[config.mk]
export PLATFORM = sky130hd
export DESIGN_NAME = imem_loader
export DESIGN_NICKNAME = d
export VERILOG_FILES = /design/src/rtl/imem_loader.sv
export SDC_FILE = /design/constraint.sdc
export NUM_CORES = 1
export LEC_CHECK = 0
export ABC_AREA = 1
export BUFFER_PORTS_ARGS = -buffer_cell sky130_fd_sc_hd__buf_2
export CAP_MARGIN = 20
export CELL_PAD_IN_SITES_DETAIL_PLACEMENT = 0
export CELL_PAD_IN_SITES_GLOBAL_PLACEMENT = 1
export CORE_ASPECT_RATIO = 0.75
export CORE_MARGIN = 2
export CORE_UTILIZATION = 36
export CTS_CLUSTER_SIZE = 14
export DETAILED_ROUTE_END_ITERATION = 8
export PLACE_DENSITY_LB_ADDON = 0.25
export SETUP_SLACK_MARGIN = 0.15
export SYNTH_ARGS = -nofsm -noshare
export SYNTH_HDL_FRONTEND = slang
export SYNTH_SLANG_ARGS = --single-unit
[constraint.sdc]
create_clock -name clk -period 1.8 [get_ports clk]
set_input_delay 0.09 -clock clk [delete_from_list [all_inputs] [get_ports clk]]
set_output_delay 0.09 -clock clk [all_outputs]
set_load 0.02 [all_outputs]
[src/rtl/imem_loader.sv]
// Loads a program from a UART byte stream into byte-addressed instruction memory,
// big-endian, until a word-aligned HALT word arrives or the memory fills up.
module imem_loader #(
    parameter int          ADDR_W    = 8,
    parameter logic [31:0] HALT_WORD = 32'hFFFF_FFFF
) (
    input  logic              clk,
    input  logic              rst,
    input  logic              i_start,
    input  logic              i_rx_valid,
    input  logic [7:0]        i_rx_data,
    output logic              o_mem_we,
    output logic [ADDR_W-1:0] o_mem_addr,
    output logic [7:0]        o_mem_data,
    output logic              o_busy,
    output logic              o_done,
    output logic              o_err,
    output logic [ADDR_W-2:0] o_prog_len
);

    typedef enum logic [1:0] {
        ST_IDLE = 2'd0,
        ST_LOAD = 2'd1,
        ST_ERR  = 2'd2
    } state_t;

    localparam logic [ADDR_W-1:0] PTR_ONE  = 1;
    localparam logic [ADDR_W-1:0] PTR_LAST = '1;
    localparam logic [ADDR_W-2:0] LEN_ONE  = 1;

    state_t            state_reg, state_next;
    logic              start_q_reg, start_prev_reg;
    logic [ADDR_W-1:0] ptr_reg, ptr_next;
    logic [23:0]       shift_reg, shift_next;
    logic [ADDR_W-2:0] len_reg, len_next;
    logic              we_reg, we_next;
    logic [ADDR_W-1:0] addr_reg, addr_next;
    logic [7:0]        data_reg, data_next;
    logic              done_reg, done_next;

    logic        start_rise;
    logic [31:0] word;
    logic        word_end;
    logic        halt_hit;

    // i_start is registered before edge detection so no input reaches state combinationally
    assign start_rise = start_q_reg & ~start_prev_reg;
    assign word       = {shift_reg, i_rx_data};
    assign word_end   = (ptr_reg[1:0] == 2'd3);
    assign halt_hit   = word_end && (word == HALT_WORD);

    // State register and all datapath registers
    always_ff @(posedge clk or negedge rst) begin
        if (!rst) begin
            state_reg      <= ST_IDLE;
            start_q_reg    <= 1'b0;
            start_prev_reg <= 1'b0;
            ptr_reg        <= '0;
            shift_reg      <= '0;
            len_reg        <= '0;
            we_reg         <= 1'b0;
            addr_reg       <= '0;
            data_reg       <= '0;
            done_reg       <= 1'b0;
        end else begin
            state_reg      <= state_next;
            start_q_reg    <= i_start;
            start_prev_reg <= start_q_reg;
            ptr_reg        <= ptr_next;
            shift_reg      <= shift_next;
            len_reg        <= len_next;
            we_reg         <= we_next;
            addr_reg       <= addr_next;
            data_reg       <= data_next;
            done_reg       <= done_next;
        end
    end

    // Next-state logic; HALT takes priority over overflow on the final address
    always_comb begin
        state_next = state_reg;
        case (state_reg)
            ST_IDLE, ST_ERR: begin
                if (start_rise) state_next = ST_LOAD;
            end
            ST_LOAD: begin
                if (i_rx_valid) begin
                    if (halt_hit)                  state_next = ST_IDLE;
                    else if (ptr_reg == PTR_LAST)  state_next = ST_ERR;
                end
            end
            default: state_next = ST_IDLE;
        endcase
    end

    // Output / datapath next values
    always_comb begin
        ptr_next   = ptr_reg;
        shift_next = shift_reg;
        len_next   = len_reg;
        we_next    = 1'b0;
        addr_next  = addr_reg;
        data_next  = data_reg;
        done_next  = 1'b0;
        case (state_reg)
            ST_IDLE, ST_ERR: begin
                if (start_rise) begin
                    ptr_next   = '0;
                    shift_next = '0;
                    len_next   = '0;
                end
            end
            ST_LOAD: begin
                if (i_rx_valid) begin
                    we_next    = 1'b1;
                    addr_next  = ptr_reg;
                    data_next  = i_rx_data;
                    ptr_next   = ptr_reg + PTR_ONE;
                    shift_next = word[23:0];
                    if (word_end) len_next = len_reg + LEN_ONE;
                    done_next  = halt_hit;
                end
            end
            default: ;
        endcase
    end

    assign o_mem_we   = we_reg;
    assign o_mem_addr = addr_reg;
    assign o_mem_data = data_reg;
    assign o_busy     = (state_reg == ST_LOAD);
    assign o_done     = done_reg;
    assign o_err      = (state_reg == ST_ERR);
    assign o_prog_len = len_reg;

endmodule

==> results.sh, run 1 <==
export IMPL_outcome="completed"
export IMPL_die_w_um=103.7
export IMPL_area_delta_synth_final_pct=20.73
export IMPL_grt_start_max_net_pins=62
export IMPL_fin_skew_ps=11.31
export IMPL_min_period_over_period=0.8663
export IMPL_dieHeight_um=78.81
export IMPL_synth_seq_cells=61
export IMPL_grt_pass1_wl_um=9777
export IMPL_fmax_ghz=0.6413
export IMPL_r2r_end="o_mem_addr[0]$_DFFE_PN0P_"
export IMPL_min_path_type="in2reg"
export IMPL_worstPathArrival_ps=1790
export IMPL_final_nets=361
export IMPL_vias=2103
export IMPL_coreArea_mm2=0.007297
export IMPL_hold_viol=0
export IMPL_top_layer="met4"
export IMPL_crit_fanout=32
export IMPL_post_synth_and_or_nand_nor_area_fraction=0.2208
export IMPL_num_rows=27
export IMPL_post_cts_buffers=0
export IMPL_holdPathStages=3
export IMPL_synthMuxAreaShare=0
export IMPL_hpwl_um=3937
export IMPL_min_from="i_rx_data[7]"
export IMPL_ant_nets=0
export IMPL_avgSynthCellArea_um2=8.954
export IMPL_cts_buffers=9
export IMPL_grt_pass1_vias=1946
export IMPL_rsz0062_at_grt="true"
export IMPL_maxCapViolations=0
export IMPL_root_buffer="clkbuf_8"
export IMPL_route_met2_wl_um=2388
export IMPL_grt_usage=0.1563
export IMPL_stdcell_area_mm2=0.003243
export IMPL_r2r_start="state_reg[0]$_DFFE_PN0P_"
export IMPL_cts_path_max_buffers=2
export IMPL_largest_register_ffs=24
export IMPL_initial_core_util=0.3681
export IMPL_drive_above_1_share=0.2045
export IMPL_ir_drop_v=0.0005141
export IMPL_wire_per_inst_um=12.97
export IMPL_clk_latency_ps=350
export IMPL_synth_xor_area_frac=0.003260
export IMPL_synth_compound_area_frac=0.1081
export IMPL_synthCells=300
export IMPL_antenna_found_initial=0
export IMPL_placed_cell_area_mm2=0.002990
export IMPL_worst_pin_slew_ps=335.1
export IMPL_wl_met3_um=285
export IMPL_firstDrtPassIters=4
export IMPL_synth_edf_count=0
export IMPL_antenna_cells=0
export IMPL_drtIter0Drc=109
export IMPL_die_area_mm2=0.008176
export IMPL_power_density_mw_per_mm2=1596
export IMPL_portBuffers=38
export IMPL_ios=39
export IMPL_clkSinkCount=61
export IMPL_whs_endpoint="o_mem_data[7]$_DFFE_PN0P_"
export IMPL_cp_startpoint="state_reg[0]$_DFFE_PN0P_"
export IMPL_vias_per_cell=4.642
export IMPL_slew_viol_final=0
export IMPL_netlist_area_mm2=0.002686
export IMPL_wl_um=5877
export IMPL_htreeDepth=3
export IMPL_place_congestion=0.7442
export IMPL_tns_ps=0
export IMPL_drc=0
export IMPL_worstSetupPathType="reg2reg"
export IMPL_ys_types=30
export IMPL_setup_violations=0
export IMPL_async_flop_share=1.000
export IMPL_synth_top_family_by_area="simple AND/OR/NAND/NOR gates"
export IMPL_grt_remaining_overflow=0
export IMPL_r2r_setup_slack_ps=240
export IMPL_wl_met1_um=3130
export IMPL_cts_tree="yes"
export IMPL_cp_required_ps=2030
export IMPL_synth_adder_area_share=0.009315
export IMPL_ys_seq_area_frac=0.5682
export IMPL_ys_flop_type="dfrtp_1"
export IMPL_p_leak_nw=1.655
export IMPL_slew_headroom=0.7766
export IMPL_fin_crit_ps=1559
export IMPL_syn_nets=314
export IMPL_start_kind="flop"
export IMPL_crit_path_end_kind="flop"
export IMPL_reg2regPathDepth=6
export IMPL_clk_pin_slew_worst_paths_ps=70
export IMPL_yosys_warnings=0
layout by cell type, fill, tap and decap left out, types with 2 or more instances in the layout:
master | Yosys | routed
clkbuf_8 | 0 | 12
nor3b_1 | 2 | 2
nor2_1 | 19 | 19
dfrtp_1 | 61 | 61
nand3_1 | 13 | 13
buf_2 | 2 | 38
o21ai_1 | 3 | 3
nor3_1 | 3 | 3
nand4_1 | 5 | 5
inv_2 | 2 | 2
dlygate4sd3_1 | 0 | 2
nor3_2 | 2 | 2
nand2_1 | 71 | 71
buf_4 | 0 | 3
o22ai_1 | 15 | 15
a21oi_1 | 4 | 4
inv_1 | 48 | 48
nand2_2 | 2 | 2
clkinv_2 | 0 | 3
o21ai_0 | 29 | 29
worst max path at each step:
stage | end | slack (ps) | cells past startpoint
2_1_floorplan | ptr_reg[3]$_DFFE_PN0P_ | 340 | 9
3_3_place_gp | o_prog_len[2]$_DFFE_PN0P_ | 260 | 8
3_5_place_dp | o_prog_len[2]$_DFFE_PN0P_ | 230 | 8
4_1_cts | o_prog_len[2]$_DFFE_PN0P_ | 220 | 8
5_1_grt | ptr_reg[1]$_DFFE_PN0P_ | 140 | 7
6_report | o_mem_addr[0]$_DFFE_PN0P_ | 240 | 6
synthesized netlist by cell type (2+ instances only):
master	instances	area [um^2]
o22ai_1	15	93.84
o21ai_1	3	15.01
nand4_1	5	31.28
inv_2	2	7.510
ha_1	2	25.02
buf_2	2	10.01
nor3b_1	2	15.01
o21ai_0	29	145.1
nand3_1	13	65.06
inv_1	48	180.2
dfrtp_1	61	1526
clkbuf_1	5	18.77
a21oi_1	4	20.02
nor3_1	3	15.01
nor2_1	19	71.32
nand2_1	71	266.5
nor3_2	2	20.02
nand2_2	2	12.51
worst max-delay path: stages (launching register included):
cell	delay, ps
dfrtp_1	420
inv_2	110
nor2_4	40
nand2_2	170
buf_4	350
inv_1	160
o21a_1	190
stage by stage:
step / instances / hold WS (ps) / worst slack (ps) / util / total power [W]
2_1_floorplan: 300 / -205.6 / 337.9 / - / 0.003364
5_1_grt: 453 / 39.62 / 137.4 / 0.4444 / 0.005556
3_5_place_dp: 434 / 130.1 / 229.3 / 0.4098 / 0.003894
6_report: 453 / 28.94 / 240.6 / 0.4444 / 0.005175
4_1_cts: 452 / 15.40 / 222.9 / 0.4414 / 0.005208
3_3_place_gp: 434 / 129.1 / 260.1 / 0.4098 / 0.003873
layer usage:
metal,global-route usage,vias up
met2,0.2139,48
met4,0.05676,0
met1,0.2242,993
li1,-,1054
met5,0,-
met3,0.05911,8
final cells by class:
class / count / area, um^2
inverter: 50 / 187.7
timing repair buffer: 44 / 252.7
clock buffer: 12 / 165.2
clock inverter: 4 / 45.04
sequential: 61 / 1526
fill: 756 / 4054
tap: 101 / 126.4
multi-input combinational: 181 / 939.7
cells by family after synthesis:
family,Yosys count
AO/OA/AOI/OAI,53
XOR/XNOR,1
adder cells (fa/ha/maj),2
buffers and inverters,59
flip-flops,61
AND/OR/NAND/NOR,124
repair_timing:
| action | CTS | global route |
|---|---|---|
| resized for setup | 0 | 2 |
| endpoints found under the hold margin | 62 | 0 |
| hold buffers | 2 | 0 |
| setup endpoints to repair | 0 | 8 |
report_power, final:
group          internal, W  leakage [nW]  total [W]  switching [W]
clock             0.000745         0.112    0.00128       0.000533
combinational     0.000556         0.738    0.00169        0.00113
sequential         0.00188         0.805    0.00221       0.000333
total              0.00318          1.65    0.00518        0.00199
Power figures use the tool's default switching activity.
==> run 2, diff against run 1 <==
- CORE_ASPECT_RATIO: 0.75 -> 1.25
==> results.sh, run 2 (synthesized netlist as in run 1, its figures left out) <==
export IMPL_num_rows=35
export IMPL_cts_buffers=9
export IMPL_min_from="i_rx_data[3]"
export IMPL_r2r_start="state_reg[0]$_DFFE_PN0P_"
export IMPL_cp_required_ps=2040
export IMPL_register_area_mm2=0.001528
export IMPL_place_congestion=0.7471
export IMPL_grt_pass1_wl_um=10080
export IMPL_grt_start_max_net_pins=62
export IMPL_stdcell_area_mm2=0.003213
export IMPL_holdPathStages=3
export IMPL_cpPeakStageDelay_ps=420
export IMPL_total_power_w=0.005085
export IMPL_post_cts_buffers=0
export IMPL_portBuffers=38
export IMPL_final_nets=360
export IMPL_min_path_type="in2reg"
export IMPL_maxCapViolations=0
export IMPL_cts_tree="yes"
export IMPL_wire_per_inst_um=13.26
export IMPL_fmax_ghz=0.6622
export IMPL_clk_latency_ps=340
export IMPL_whs_endpoint="shift_reg[3]$_DFFE_PN0P_"
export IMPL_antenna_found_initial=0
export IMPL_fin_skew_ps=6.683
export IMPL_root_buffer="clkbuf_8"
export IMPL_die_w_um=81.27
export IMPL_crit_chain="inv_2, nor2_4, nand2_2, buf_4, inv_1, o21a_1"
export IMPL_start_kind="flop"
export IMPL_ant_nets=0
export IMPL_fillers=745
export IMPL_initial_core_util=0.3673
export IMPL_placed_cell_area_mm2=0.002979
export IMPL_grt_remaining_overflow=0
export IMPL_worstPathArrival_ps=1750
export IMPL_ir_drop_v=0.0005376
export IMPL_largest_register_ffs=24
export IMPL_coreArea_mm2=0.007313
export IMPL_area_delta_synth_final_pct=19.61
export IMPL_crit_fanout=37
export IMPL_power_density_mw_per_mm2=1582
export IMPL_r2r_setup_slack_ps=290
export IMPL_crit_family="buffers and inverters"
export IMPL_htreeDepth=3
export IMPL_final_common_cell="nand2_1"
export IMPL_antenna_cells=0
export IMPL_drc=0
export IMPL_fin_crit_ps=1510
export IMPL_p_leak_nw=1.637
export IMPL_worstSetupPathType="reg2reg"
export IMPL_rsz0062_at_grt="false"
export IMPL_cpMaxStageDelayCell="dfrtp_1"
export IMPL_setup_violations=0
export IMPL_ios=39
export IMPL_die_area_mm2=0.008174
export IMPL_vias=2100
export IMPL_grt_usage=0.1638
export IMPL_clkSinkCount=61
export IMPL_drtIter0Drc=133
export IMPL_vias_per_cell=4.740
export IMPL_worst_pin_slew_ps=337.1
export IMPL_final_cell_mix="nand2_1 (71), dfrtp_1 (60), inv_1 (47)"
export IMPL_outcome="completed"
export IMPL_dieHeight_um=100.6
export IMPL_wl_um=5872
export IMPL_multiInputGateArea_um2=938.4
export IMPL_drive_above_1_share=0.2051
export IMPL_hpwl_um=4151
export IMPL_min_period_over_period=0.8389
export IMPL_grt_pass1_vias=2187
export IMPL_hold_viol=0
export IMPL_slew_headroom=0.7752
export IMPL_reg2regPathDepth=6
export IMPL_r2r_end="o_mem_addr[0]$_DFFE_PN0P_"
export IMPL_crit_path_end_kind="flop"
export IMPL_critPathBufInv=3
export IMPL_tns_ps=0
export IMPL_cts_path_max_buffers=2
export IMPL_slew_viol_final=0
export IMPL_firstDrtPassIters=4
export IMPL_clk_pin_slew_worst_paths_ps=70
-- run 2: through the flow --
stage	hold WS [ps]	utilization	std cells	worst slack [ps]
floorplan	-205.6	-	300	337.9
global placement	129.8	0.4074	425	202.9
detailed placement	127.0	0.4074	425	212.1
CTS	32.54	0.4363	443	202.0
global route	27.38	0.4394	443	153.2
finish	42.65	0.4394	443	290.0
-- run 2: report_power, final --
part           switching, W  leakage [nW]  internal (W)
registers          0.000344         0.803       0.00188
clock network      0.000532         0.103      0.000668
logic               0.00110         0.730      0.000558
-- run 2: layout make-up --
| cell class | count | area share |
|---|---|---|
| clock inverter | 5 | 0.01558 |
| inverter | 50 | 0.05841 |
| multi-input combinational | 180 | 0.2921 |
| timing repair buffer | 44 | 0.07866 |
| tap | 92 | 0.03583 |
| clock buffer | 11 | 0.04400 |
| sequential | 61 | 0.4755 |
-- run 2: worst register-to-register path, stage by stage (launching register included) --
cell and delay, ps:
dfrtp_1 420, inv_2 110, nor2_4 40, nand2_2 130, buf_4 350, inv_1 160, o21a_1 190
-- run 2: timing repair --
item / 4_1_cts / 5_1_grt
hold buffers: 2 / 0
endpoints found under the setup margin: 0 / 10
endpoints found under the hold margin: 62 / 0
resized for setup: 0 / 5
-- run 2: worst max path at each step --
| stage | start | end | slack, ps | cells past startpoint |
|---|---|---|---|---|
| after floorplan | state_reg[0]$_DFFE_PN0P_ | ptr_reg[3]$_DFFE_PN0P_ | 340 | 9 |
| after detailed placement | ptr_reg[0]$_DFFE_PN0P_ | state_reg[0]$_DFFE_PN0P_ | 210 | 10 |
| after CTS | ptr_reg[0]$_DFFE_PN0P_ | state_reg[0]$_DFFE_PN0P_ | 200 | 10 |
| after global routing | state_reg[0]$_DFFE_PN0P_ | ptr_reg[3]$_DFFE_PN0P_ | 150 | 7 |
| after global placement | ptr_reg[0]$_DFFE_PN0P_ | state_reg[0]$_DFFE_PN0P_ | 200 | 10 |
| final | state_reg[0]$_DFFE_PN0P_ | o_mem_addr[0]$_DFFE_PN0P_ | 290 | 6 |
-- run 2: per-layer routing --
| metal | wire length (um) | vias up | track usage | part of all wire |
|---|---|---|---|---|
| met5 | 0 | - | 0 | 0 |
| met4 | 119 | 0 | 0.06258 | 0.020 |
| met3 | 192 | 9 | 0.05376 | 0.033 |
| met2 | 3043 | 31 | 0.2812 | 0.52 |
| met1 | 2516 | 1010 | 0.1862 | 0.43 |
| li1 | - | 1050 | - | - |
==> run 3, diff against run 2 <==
- clock period: 1.8 -> 1.4 ns (I/O delays scaled with it)
==> results.sh, run 3 (synthesized netlist as in run 1, its figures left out) <==
export IMPL_worst_pin_slew_ps=337.0
export IMPL_ant_nets=0
export IMPL_final_cell_mix="dfrtp_1 (59), nand2_1 (52), inv_1 (45)"
export IMPL_grt_start_max_net_pins=62
export IMPL_cts_path_max_buffers=2
export IMPL_portBuffers=38
export IMPL_instances_no_fill=475
export IMPL_cp_required_ps=1620
export IMPL_drtIter0Drc=86
export IMPL_wire_per_inst_um=14.38
export IMPL_outcome="completed"
export IMPL_worstPathArrival_ps=1570
export IMPL_ir_drop_v=0.0008863
export IMPL_start_kind="flop"
export IMPL_cpPeakStageDelay_ps=400
export IMPL_clk_latency_ps=340
export IMPL_grt_pass1_vias=2190
export IMPL_fin_skew_ps=7.591
export IMPL_clk_pin_slew_worst_paths_ps=70
export IMPL_drive_above_1_share=0.4230
export IMPL_num_rows=35
export IMPL_setup_ws_ps=57.60
export IMPL_area_delta_synth_final_pct=47.69
export IMPL_largest_register_ffs=24
export IMPL_critPathBufInv=1
export IMPL_dieHeight_um=100.6
export IMPL_crit_path_end_kind="flop"
export IMPL_p_leak_nw=1.962
export IMPL_cpMostUsedCell="nand2_2"
export IMPL_place_inst=436
export IMPL_register_area_mm2=0.001529
export IMPL_worstSetupPathType="reg2reg"
export IMPL_slew_headroom=0.7754
export IMPL_grt_pass1_wl_um=10250
export IMPL_hpwl_um=4108
export IMPL_ios=39
export IMPL_place_congestion=0.7352
export IMPL_clkSinkCount=61
export IMPL_maxCapViolations=0
export IMPL_initial_core_util=0.3673
export IMPL_htreeDepth=3
export IMPL_utilization=0.5425
export IMPL_final_common_cell="dfrtp_1"
export IMPL_vias_per_cell=4.756
export IMPL_vias=2259
export IMPL_firstDrtPassIters=4
export IMPL_min_period_over_period=0.9589
export IMPL_wl_um=6830
export IMPL_final_nets=392
export IMPL_coreArea_mm2=0.007313
export IMPL_grt_remaining_overflow=0
export IMPL_fmax_ghz=0.7449
export IMPL_crit_chain="ha_4, nand2_2, inv_2, nand2_2, nor2_2, nand3_2, nand3_2, nand2_2, nand2_1, nand2_1"
export IMPL_die_w_um=81.27
export IMPL_fin_crit_ps=1342
export IMPL_min_path_type="in2reg"
export IMPL_rsz0062_at_grt="true"
export IMPL_crit_family="simple AND/OR/NAND/NOR gates"
export IMPL_power_density_mw_per_mm2=2124
export IMPL_antenna_cells=0
export IMPL_slew_viol_final=0
export IMPL_crit_fanout=5
export IMPL_hold_viol=0
export IMPL_cts_tree="yes"
export IMPL_pre_cts_ws_ps=-28.73
export IMPL_setup_violations=0
export IMPL_cpMaxStageDelayCell="dfrtp_1"
export IMPL_fillers=643
export IMPL_drc=0
export IMPL_hold_worst_slack_ps=28.89
export IMPL_r2r_setup_slack_ps=60
export IMPL_multiInputGateArea_mm2=0.001222
export IMPL_die_area_mm2=0.008174
export IMPL_root_buffer="clkbuf_8"
export IMPL_grt_usage=0.1671
export IMPL_cts_buffers=9
export IMPL_antenna_found_initial=0
run 3: cell types whose count changed in the layout (fill, tap and decap cells not counted), sizes merged:
cell    before  now
clkbuf      11   16
clkinv       4    1
bufinv       1    3
buf         42   70
run 3: what timing repair did:
action                                 4_1_cts  5_1_grt
pin swaps                                   14       17
setup endpoints to repair                   34       36
cloned                                       0        5
hold buffers                                 2        0
setup buffers                                6       10
gates resized for setup                     18       90
endpoints found under the hold margin       62        0
run 3: tightest hold or removal path: cells and delay by family:
kind	cells	cell delay, ps
AOI/OAI and AO/OA	1	70
buffers and inverters	2	180
run 3: layer usage:
| layer | part of all wire | up-vias | track usage |
|---|---|---|---|
| li1 | - | 1119 | - |
| met1 | 0.44 | 1094 | 0.2048 |
| met2 | 0.51 | 33 | 0.2781 |
| met3 | 0.026 | 13 | 0.04301 |
| met4 | 0.025 | 0 | 0.06649 |
| met5 | 0 | - | 0 |
run 3: metrics by stage:
step | setup TNS [ps] | instance area, um^2 | power (W)
detailed placement | -53.54 | 3098 | 0.005239
global route | -112.4 | 3968 | 0.008937
CTS | 0 | 3466 | 0.007394
global placement | -7.298 | 3098 | 0.005203
finish | 0 | 3968 | 0.008428
floorplan | -206.6 | 2728 | 0.004418
run 3: final timing paths:
kind / from / endpoint / cells past startpoint
max in group asynchronous: rst / state_reg[1]$_DFFE_PN0P_ / 3
worst max-delay path: ptr_reg[1]$_DFFE_PN0P_ / state_reg[0]$_DFFE_PN0P_ / 10
worst min register to register: start_q_reg$_DFF_PN0_ / start_prev_reg$_DFF_PN0_ / 0
worst max register to register: ptr_reg[1]$_DFFE_PN0P_ / state_reg[0]$_DFFE_PN0P_ / 10
min in group asynchronous: rst / shift_reg[1]$_DFFE_PN0P_ / 3
worst min-delay path: i_rx_data[2] / o_mem_data[2]$_DFFE_PN0P_ / 3
run 3: report_power, final:
part | internal (W) | switching [W] | total, W
sequential | 0.00242 | 0.000487 | 0.00291
combinational | 0.00164 | 0.00195 | 0.00359
clock | 0.00123 | 0.000697 | 0.00193
run 3: layout make-up:
| class | count | area share |
|---|---|---|
| clock buffer | 12 | 0.03658 |
| tap | 92 | 0.02901 |
| inverter | 50 | 0.04983 |
| multi-input combinational | 180 | 0.3081 |
| timing repair buffer | 76 | 0.1671 |
| clock inverter | 4 | 0.02397 |
| sequential | 61 | 0.3854 |
